===== config.mk =====
export PLATFORM = sky130hd
export DESIGN_NAME = ef_uart_rx
export DESIGN_NICKNAME = d
export VERILOG_FILES = /design/src/rtl/ef_uart_rx.sv
export SDC_FILE = /design/constraint.sdc
export NUM_CORES = 1
export LEC_CHECK = 0
export ABC_AREA = 1
export CAP_MARGIN = 30
export CORE_UTILIZATION = 40
export CTS_BUF_LIST = sky130_fd_sc_hd__clkbuf_16
export DETAILED_ROUTE_END_ITERATION = 12
export GPL_ROUTABILITY_DRIVEN = 0
export GPL_TIMING_DRIVEN = 0
export PLACE_DENSITY = 0.59
export SLEW_MARGIN = 40
export SYNTH_ARGS = -nofsm -noshare
export SYNTH_HDL_FRONTEND = slang
export SYNTH_SLANG_ARGS = --single-unit
export TNS_END_PERCENT = 5

===== constraint.sdc =====
create_clock -name clk -period 1.9 [get_ports clk]
set_clock_uncertainty 0.15 [all_clocks]
set_input_delay 0.475 -clock clk [delete_from_list [all_inputs] [get_ports clk]]
set_output_delay 0.475 -clock clk [all_outputs]
set_load 0.02 [all_outputs]

===== src/rtl/ef_uart_rx.sv =====
// ---------------------------------------------------------------------------
// ef_uart_rx : 16x oversampling UART receiver (8N1-style, DW data bits, LSB
// first, no parity). It feeds the core's RX FIFO: `done` is the FIFO write
// strobe and `rdata` is the FIFO write data. There is no backpressure.
//
// Parameters
//   DW         data bits per frame (5..8)
// Ports
//   clk        bus clock
//   rst_n      asynchronous active-low reset
//   en         receiver enable; 0 aborts any frame and holds the block idle
//   prescale   oversampling tick period minus one, in clk cycles
//   RX         asynchronous serial input, idles high
//   rdata      last correctly framed word
//   done       one-cycle pulse, rdata newly valid
//   frame_err  one-cycle pulse, stop bit sampled low
//   busy       receiver not idle
//
// Build option
//   EF_UART_RX_MAJORITY_EN : when defined, each bit is the 2-of-3 majority of
//   the samples on ticks sc==6,7,8 (decision on sc==8). Otherwise a single
//   sample on tick sc==7 is used and no sample storage is built.
// ---------------------------------------------------------------------------
module ef_uart_rx #(
    parameter int DW = 8
) (
    input  logic          clk,
    input  logic          rst_n,
    input  logic          en,
    input  logic [15:0]   prescale,
    input  logic          RX,
    output logic [DW-1:0] rdata,
    output logic          done,
    output logic          frame_err,
    output logic          busy
);

    typedef enum logic [2:0] {
        S_IDLE,
        S_START,
        S_DATA,
        S_STOP,
        S_BRK
    } state_t;

    localparam logic [2:0] BC_LAST = 3'(DW - 1);

    // -----------------------------------------------------------------------
    // Input synchronizer (both flops reset to the idle level)
    // -----------------------------------------------------------------------
    logic rx_meta_q, rx_s_q;

    always_ff @(posedge clk or negedge rst_n) begin
        if (!rst_n) begin
            rx_meta_q <= 1'b1;
            rx_s_q    <= 1'b1;
        end else begin
            rx_meta_q <= RX;
            rx_s_q    <= rx_meta_q;
        end
    end

    // -----------------------------------------------------------------------
    // Tick generator. Compare is equality only, so a prescale lowered below
    // the current count lets pc run through 0xFFFF before the next tick.
    // -----------------------------------------------------------------------
    logic [15:0] pc_q, pc_d;
    logic        tick;

    always_comb begin
        tick = en && (pc_q == prescale);
        if (!en || tick) pc_d = '0;
        else             pc_d = pc_q + 16'd1;
    end

    always_ff @(posedge clk or negedge rst_n) begin
        if (!rst_n) pc_q <= '0;
        else        pc_q <= pc_d;
    end

    // -----------------------------------------------------------------------
    // Bit sampling
    // -----------------------------------------------------------------------
    logic [3:0] sc_q, sc_d;
    logic       bit_val;
    logic       dec_pt;

`ifdef EF_UART_RX_MAJORITY_EN
    localparam logic [3:0] D_SC = 4'd8;

    logic smp6_q, smp6_d, smp7_q, smp7_d;

    always_comb begin
        smp6_d = smp6_q;
        smp7_d = smp7_q;
        if (tick && sc_q == 4'd6) smp6_d = rx_s_q;
        if (tick && sc_q == 4'd7) smp7_d = rx_s_q;
    end

    always_ff @(posedge clk or negedge rst_n) begin
        if (!rst_n) begin
            smp6_q <= 1'b1;
            smp7_q <= 1'b1;
        end else begin
            smp6_q <= smp6_d;
            smp7_q <= smp7_d;
        end
    end

    // Third vote is the live sample on the decision tick itself.
    assign bit_val = (smp6_q & smp7_q) | (smp6_q & rx_s_q) | (smp7_q & rx_s_q);
`else
    localparam logic [3:0] D_SC = 4'd7;

    assign bit_val = rx_s_q;
`endif

    assign dec_pt = tick && (sc_q == D_SC);

    // -----------------------------------------------------------------------
    // Receive FSM
    // -----------------------------------------------------------------------
    state_t        state_q, state_d;
    logic [2:0]    bc_q, bc_d;
    logic [DW-1:0] shift_q, shift_d;
    logic [DW-1:0] rdata_q, rdata_d;
    logic          done_q, done_d;
    logic          frame_err_q, frame_err_d;

    always_ff @(posedge clk or negedge rst_n) begin
        if (!rst_n) begin
            state_q     <= S_IDLE;
            sc_q        <= '0;
            bc_q        <= '0;
            shift_q     <= '0;
            rdata_q     <= '0;
            done_q      <= 1'b0;
            frame_err_q <= 1'b0;
        end else begin
            state_q     <= state_d;
            sc_q        <= sc_d;
            bc_q        <= bc_d;
            shift_q     <= shift_d;
            rdata_q     <= rdata_d;
            done_q      <= done_d;
            frame_err_q <= frame_err_d;
        end
    end

    always_comb begin
        state_d     = state_q;
        sc_d        = sc_q;
        bc_d        = bc_q;
        shift_d     = shift_q;
        rdata_d     = rdata_q;
        done_d      = 1'b0;
        frame_err_d = 1'b0;

        if (!en) begin
            state_d = S_IDLE;
            sc_d    = '0;
            bc_d    = '0;
        end else if (tick) begin
            case (state_q)
                S_IDLE: begin
                    if (!rx_s_q) begin
                        state_d = S_START;
                        sc_d    = '0;
                    end
                end

                S_START: begin
                    sc_d = sc_q + 4'd1;
                    if (dec_pt && bit_val) begin
                        // Start bit gone by mid-bit: treat as a glitch.
                        state_d = S_IDLE;
                        sc_d    = '0;
                    end else if (sc_q == 4'd15) begin
                        state_d = S_DATA;
                        bc_d    = '0;
                    end
                end

                S_DATA: begin
                    sc_d = sc_q + 4'd1;
                    if (dec_pt) shift_d = {bit_val, shift_q[DW-1:1]};
                    if (sc_q == 4'd15) begin
                        if (bc_q == BC_LAST) state_d = S_STOP;
                        else                 bc_d    = bc_q + 3'd1;
                    end
                end

                S_STOP: begin
                    sc_d = sc_q + 4'd1;
                    // Leave at mid stop bit so a fast sender's next start
                    // edge is not missed.
                    if (dec_pt) begin
                        sc_d = '0;
                        if (bit_val) begin
                            rdata_d = shift_q;
                            done_d  = 1'b1;
                            state_d = S_IDLE;
                        end else begin
                            frame_err_d = 1'b1;
                            state_d     = S_BRK;
                        end
                    end
                end

                S_BRK: begin
                    // Wait out a break so it reports only one frame error.
                    if (rx_s_q) state_d = S_IDLE;
                end

                default: state_d = S_IDLE;
            endcase
        end
    end

    assign rdata     = rdata_q;
    assign done      = done_q;
    assign frame_err = frame_err_q;
    assign busy      = (state_q != S_IDLE);

endmodule


==> results.yml <==
floorplan:
  dieHeight_um: 81.8
  die-width_um: 81.8
  die-area_um2: 6690
  pin_count: 31
  std_cell_rows: 28
  start_util: 0.423
  core_um2: 6030
setup_path:
  path_max_fanout: 4
  cp-start-kind: "flop"
  path_cells: "ha_2, nand2_2, inv_2, nand2_4, nor3_4, nand3_2, nor2_4, nand2_1, a221oi_2"
  endpoint: "pc_q[12]"
  cpPeakStageDelay_ns: 0.41
  r2r-end: "pc_q[12]"
  crit_start: "pc_q[1]"
  cpMaxStageDelayCell: "dfrtp_1"
  cp-end-kind: "flop"
  r2r_slack_ns: 0.01
  worstSetupPathDepth: 9
  path_delay_family: "simple AND/OR/NAND/NOR gates"
  r2r.worst_path.cells: 9
  cp_num_buf_inv: 1
  crit_arrival_ns: 1.93
  crit_required_ns: 1.94
  timing.rr.start: "pc_q[1]"
  worstSetupPathType: "flop to flop"
clock_network:
  clk_latency_ns: 0.29
  cts_root_buf: "clkbuf_16"
  cts_buffer_depth: 2
  h-tree-depth: 2
  cts.sinks: 46
  cts_buffers: 5
  cts_tree: "built"
  cts.clk_slew.worst_paths_ns: 0.07
synthesis:
  ys.flop_type: "dfrtp_1"
  ys_ff_latch: 46
  ys_types: 34
  syn_nets: 351
  synth_edf_count: 0
  synth.area.mux_share: 0
  synth_seq_area_share: 0.453
  synth_area_um2: 2550
  synthXorXnorAreaFrac: 0.0241
  yosys.area_share.simple: 0.318
  ys_async_sr_fraction: 1.00
  synth-adder-area-share: 0.0196
  ys.warnings.count: 0
  avgSynthCellArea_um2: 7.79
  syn_inst: 327
  synth_compound_area_frac: 0.0982
  synth_top_family_by_area: "simple AND/OR/NAND/NOR gates"
placed_design:
  portBuffers: 29
  dpl.hpwl_um: 3730
  dpl_cell_area_um2: 2950
min_path:
  hold_path_class: "flop to flop"
route:
  drt-vias-per-instance: 4.83
  antenna_left: 0
  dr.first_iter.drc_count: 110
  routed-via-count: 2173
  finalWirelength_um: 5430
  drcViolationCount: 0
  dr.pass1.iters: 4
  wl_per_cell_um: 12.1
sta:
  slew_headroom: 0.778
  rsz0062_at_grt: "yes"
  period_share: 0.992
  holdWs_ns: 0.207
  tightest_slew_ns: 0.331
  finalHoldViolCount: 0
  slew_viol_final: 0
  min_period_ns: 1.89
  setup_viol: 0
  fmax_ghz: 0.530
  finalSetupTns_ns: 0
layout:
  final_core_util: 0.565
  diodes: 0
  regArea_um2: 1170
  final_nets: 398
  final_common_cell: "nand2_1"
  syn_to_final_growth_pct: 33.6
  fillers: 564
  drive_gt1_frac: 0.280
  multi_input_area_um2: 1330
  final_area_um2: 3400
  layout_common_cells: "nand2_1, dfrtp_1, inv_1, nor2_1"
power_and_ir_drop:
  finalPower_mw: 2.67
  power.density_nw_per_um2: 784
  p_leak_nw: 1.74
  ir_worst_vdd_v: 0.000591
global_routing:
  grt_usage: 0.181
  grt_pass1_wl_um: 9290
  antenna_found_initial: 0
  grt_max_degree: 32
  overflow: 0
  first_global_vias: 2073
status:
  status: "completed"
job:
  max-cap-violations: 0
worst register-to-register path, delay by kind of cell (launching register included):
family	cells	cell delay, ns
simple gates	6	0.73
flops	1	0.41
compound gates	1	0.23
fa+ha+maj	1	0.20
buf+inv	1	0.07
flip-flops by register name (all words and copies together) (netlist names):
name	count
rdata	8
done	1
state_q	3
bit_val	1
pc_q	16
rx_meta_q	1
shift_q	8
sc_q	4
bc_q	3
frame_err	1
cell usage after synthesis, types with 4 or more instances:
master | instances | area, µm²
ha_1 | 4 | 50.1
nor3_1 | 7 | 35.0
nand2_2 | 5 | 31.3
xor2_1 | 7 | 61.3
nor2_1 | 33 | 124
dfrtp_1 | 44 | 1100
a21oi_1 | 11 | 55.1
nor2_2 | 4 | 25.0
o21ai_1 | 16 | 80.1
nand3_1 | 17 | 85.1
inv_1 | 34 | 128
nand2_1 | 97 | 364
inv_2 | 9 | 33.8
o21ai_2 | 7 | 61.3
area by class of cell:
cell class              count  area share
plain buffers               5      0.0147
flip-flops and latches     46       0.343
multi-input cells         229       0.389
clock inverters             3      0.0132
repair buffers             40       0.122
inverters                  47      0.0533
well taps                  75      0.0276
clock buffers               5      0.0368
what timing repair did:
item	CTS	global route
setup buffers	3	4
setup endpoints to repair	43	50
gates resized for setup	46	44
hold buffers	1	0
hold endpoints to repair	13	0
gates cloned	2	0
pin swaps	17	11
power breakdown:
part	total, mW	switching, mW	internal (mW)
combinational	0.551	0.353	0.198
clock	1.01	0.386	0.620
sequential	1.11	0.0823	1.03
how the worst min path moves through the flow:
stage	startpoint	endpoint	slack, ns	cells past startpoint
after floorplan	rst_n	bc_q[0]	0.03	0
after global placement	rx_meta_q	bit_val	0.20	0
after detailed placement	rst_n	pc_q[14]	0.20	1
after CTS	rx_meta_q	bit_val	0.21	0
after global routing	rx_meta_q	bit_val	0.21	0
final	rx_meta_q	bit_val	0.21	0
kinds of logic (layout without fill, tap and decap cells):
logic type,Yosys count,count (layout)
simple gates,176,176
xor+xnor,7,7
buf+inv,52,100
compound gates,42,42
fa+ha+maj,4,4
flops,46,46
stage by stage:
stage                     setup WS, ns  cells
after CTS                      -0.0402    446
after global routing            -0.146    450
after detailed placement        -0.501    432
after global placement           -1.15    431
final                           0.0147    450
after floorplan                  0.110    327
routing by layer:
layer	vias to the layer above	global-route usage	routed length (µm)
li1	1124	-	-
met3	8	0.0367	194
met4	0	0.0421	72
met2	36	0.287	2540
met5	-	0	0
met1	1005	0.254	2630
Note: power is estimated with default switching activity, not from simulation.
==> edit 1 (same flow settings) <==
Register the input `prescale` before use. The logic sees it one clock later. The other inputs are not delayed to match. Comments in the files are not updated.
--- a/src/rtl/ef_uart_rx.sv
+++ b/src/rtl/ef_uart_rx.sv
@@ -46,4 +46,10 @@
     localparam logic [2:0] BC_LAST = 3'(DW - 1);
 
+    logic [15:0] prescale_q;
+
+    always_ff @(posedge clk) begin
+        prescale_q <= prescale;
+    end
+
     // -----------------------------------------------------------------------
     // Input synchronizer (both flops reset to the idle level)
@@ -69,5 +75,5 @@
 
     always_comb begin
-        tick = en && (pc_q == prescale);
+        tick = en && (pc_q == prescale_q);
         if (!en || tick) pc_d = '0;
         else             pc_d = pc_q + 16'd1;
Check against the original RTL: not equivalent (Yosys sat finds a counterexample within 4 cycles, from zero or initial values and one cycle with rst_n low).
==> edit 1 against the original RTL <==
  * The run now ends with negative setup slack left
  * Sequential cell count up 16
  * Routed wire length up 7.4%
  * Final area up 14%
  * Clock power up 60%
  * Area after synthesis up 12%
  * Combinational power up 7.1%
  * Power up 38%
  * Sequential share of layout area up 3.8 points
  * Synthesized cell count up 12%
  * Setup slack worse by 0.036 ns
  * Critical endpoint is now state_q[2]
  * Largest power group is now clock
==> edit 1: results (changes against the original RTL) <==
placed instance area 3280 um^2 (+11%); fin nets 449 (+13%); Final setup viols 3 (+3); post-route setup TNS -0.0454 ns (-0.0454 ns); Min Hold Slack 0.216 ns (+0.00919 ns); Non-CTS buffers 52 (+16%); Wirelength per Cell 11.1 um (-8.2%); top cells by count, synth nand2_1 (117), inv_1 (51), dfrtp_1 (44), nor2_1 (35); Worst VDD drop 0.000499 V (-16%); ys async rst share 0.742 (-0.258); CTS Buf Count 9 (+4); share of layout cells above drive strength 1 0.219 (-0.0614); placed cell count 492 (+14%); GRT Total Usage 0.178 (-0.00296); inverter count of the layout excluding clock inverters 60 (+28%); PortBufs 30 (+3.4%); largest cells by area after synthesis dfrtp_1 (39%), nand2_1 (15%), dfxtp_1 (11%), inv_1 (6.7%), nor2_1 (4.6%); vias in the first global route 2268 (+9.4%); H-tree levels 3 (+1); highest net fanout along the worst path 5 (+1); worst slew pin tran 0.380 ns (+0.0492 ns); setup slack at placement -0.687 ns (-0.185 ns); failing checks negative setup slack; worst skew pair latency 0.33 ns (+0.04 ns); Pleak 1.90 nW (+9.1%); worst r2r path cells 11 (+2); final worst setup slack -0.0217 ns (-0.0364 ns); clk tree area frac 0.0767 (+0.0267); Yosys cell types 26 (-24%); status complete, but fails checks; FF/Latch Area 1480 um^2 (+27%); Critical Path AT 1.99 ns (+0.06 ns)
[edit 1: timing repair]
item,CTS,global route
gates resized for setup,31,27
pin swaps,9,14
hold buffers,1,0
endpoints found under the setup margin,41,37
hold endpoints to repair,19,0
buffers inserted,7,10
[edit 1: report_power, final]
group / total, mW / internal [mW] / switching [mW]
Sequential: 1.47 / 1.38 / 0.0847
Clock: 1.62 / 1.02 / 0.601
Combinational: 0.590 / 0.233 / 0.358
[edit 1: logic make-up (layout without fill, tap and decap cells)]
| kind of cell | Yosys count | in the layout | share of synthesized area |
|---|---|---|---|
| simple gates | 196 | 196 | 0.302 |
| buf+inv | 63 | 128 | 0.0889 |
| flops | 62 | 62 | 0.519 |
| compound gates | 39 | 39 | 0.0696 |
| fa+ha+maj | 4 | 4 | 0.0176 |
| xor+xnor | 1 | 1 | 0.00308 |
[edit 1: routing by layer]
metal	track usage	wire length, um	share of wire
met5	0	0	0
met3	0.0533	245	0.042
met4	0.0955	137	0.023
met1	0.215	2720	0.47
met2	0.288	2730	0.47
==> edit 2 (same settings) <==
Made on the original files. `DW`: 8 -> 7. Comments in the files are not updated.
--- a/src/rtl/ef_uart_rx.sv
+++ b/src/rtl/ef_uart_rx.sv
@@ -23,5 +23,5 @@
 // ---------------------------------------------------------------------------
 module ef_uart_rx #(
-    parameter int DW = 8
+    parameter int DW = 7
 ) (
     input  logic          clk,
Ports: changed (resized rdata); port bits go from 31 to 30. The function was not compared with the original's and may differ.
==> edit 2 against the original RTL <==
  * Die area is 5.5% lower
  * Sequential cell count decreased by 2
  * Final cell count increased by 0.44%
  * Sequential share of layout area shrank 0.65 points
  * Setup slack got worse by 0.080 ns
  * Routed wire length is 4.1% lower
  * Power decreased by 4.3%
  * Via count fell by 2.4%
  * Global-route usage decreased by 0.58 points
  * Area after synthesis decreased by 5.6%
  * The run now ends with negative setup slack left
  * Final area shrank 2.9%
==> edit 2: results (changes against the original RTL) <==
status complete, but fails checks; failing checks negative setup slack; top cells by count, synth nand2_1 (107), inv_1 (48), dfrtp_1 (42), nor2_1 (31), o21ai_0 (19); global-route wire length before repair 8560 um (-7.9%); Worst setup startpoint pc_q[0]; sequential area share after synthesis 0.459 (+0.00605); mapped cell area 2400 um^2 (-5.6%); post-route setup TNS -0.615 ns (-0.615 ns); Pleak 1.66 nW (-5.0%); Final setup viols 19 (+19); Syn Area/Cell 7.38 um^2 (-5.3%); Critical Path AT 1.99 ns (+0.06 ns); NonClk Buf Share 0.156 (+0.0188); final worst setup slack -0.0653 ns (-0.0800 ns); PortBufs 28 (-3.4%); Seq Cell Count 44 (-4.3%); share of layout cells above drive strength 1 0.229 (-0.0511); fin nets 403 (+1.3%); Pwr Total 2.55 mW (-4.3%); Fillers 535 (-5.1%); fraction of area in multi-input gates 0.369 (-0.0207); Synth Area in Compound Gates 0.113 (+0.0152); post-synthesis adder-cell area fraction 0.0208 (+0.00117); largest cells by area after synthesis dfrtp_1 (44%), nand2_1 (17%), inv_1 (7.5%), nor2_1 (4.8%), o21ai_0 (4.0%); FF/Latch Area 1110 um^2 (-4.7%); xor/xnor cell area share of the yosys netlist 0.0109 (-0.0131); clk tree area frac 0.0519 (+0.00185); max_slew headroom 0.765 (-0.0133); setup slack at placement -0.662 ns (-0.161 ns); Wirelength per Cell 11.5 um (-4.5%); vias in the first global route 1924 (-7.2%); final HPWL from detailed placement 3530 um (-5.4%); syn_nets 350 (-0.28%); pin count of the biggest net entering global routing 31 (-3.1%); GRT Total Usage 0.175 (-0.00583); #MultiIn Comb 224 (-2.2%)
edit 2: cell count changes after synthesis, moves of 3 or more:
cell	change
a21oi_1	+4
a21oi_2	+3
clkinv_1	-3
inv_1	+14
inv_2	-4
nand2_1	+10
nand2_2	-4
nand3_1	-7
nor2_4	-3
nor3_1	+4
o21ai_0	+16
o21ai_1	-14
o21ai_2	-3
xor2_1	-5
edit 2: worst reg2reg max path: cells and delay by family (launching register included):
kind            cells  cell delay [ns]
simple gates        8             0.81
flops               1             0.44
buf+inv             3             0.40
compound gates      1             0.06
edit 2: worst paths after layout:
check | to | slack, ns | depth (start not counted)
hold reg to reg | bit_val | 0.21 | 0
setup reg to reg | shift_q[2] | -0.07 | 12
max in group asynchronous | pc_q[7] | 0.73 | 3
min in group asynchronous | pc_q[1] | 0.43 | 2
hold / removal | bit_val | 0.21 | 0
setup / recovery | shift_q[2] | -0.07 | 12
edit 2: timing repair:
item                                   4_1_cts  5_1_grt
gates cloned                                 1        0
pin swaps                                   17       14
hold buffers                                 1        0
buffers inserted                            12        4
resized for setup                           38       52
endpoints found under the hold margin       12        0
setup endpoints to repair                   41       38
edit 2: cell families (layout without fill, tap and decap cells):
| logic type | after synthesis | in the layout |
|---|---|---|
| simple gates | 170 | 170 |
| buf+inv | 58 | 112 |
| compound gates | 47 | 47 |
| flops | 44 | 44 |
| fa+ha+maj | 4 | 4 |
| xor+xnor | 3 | 3 |
edit 2: per-stage QoR:
stage	hold slack (ns)	util
final	0.206	0.586
after global routing	0.208	0.586
after CTS	0.207	0.554
after detailed placement	0.198	0.496
after global placement	0.196	0.493
after floorplan	0.0294	-
edit 2: routing by layer:
metal	routed length [um]	global-route usage
met5	0	0
met4	69	0.0600
met3	195	0.0343
met2	2460	0.280
met1	2490	0.236
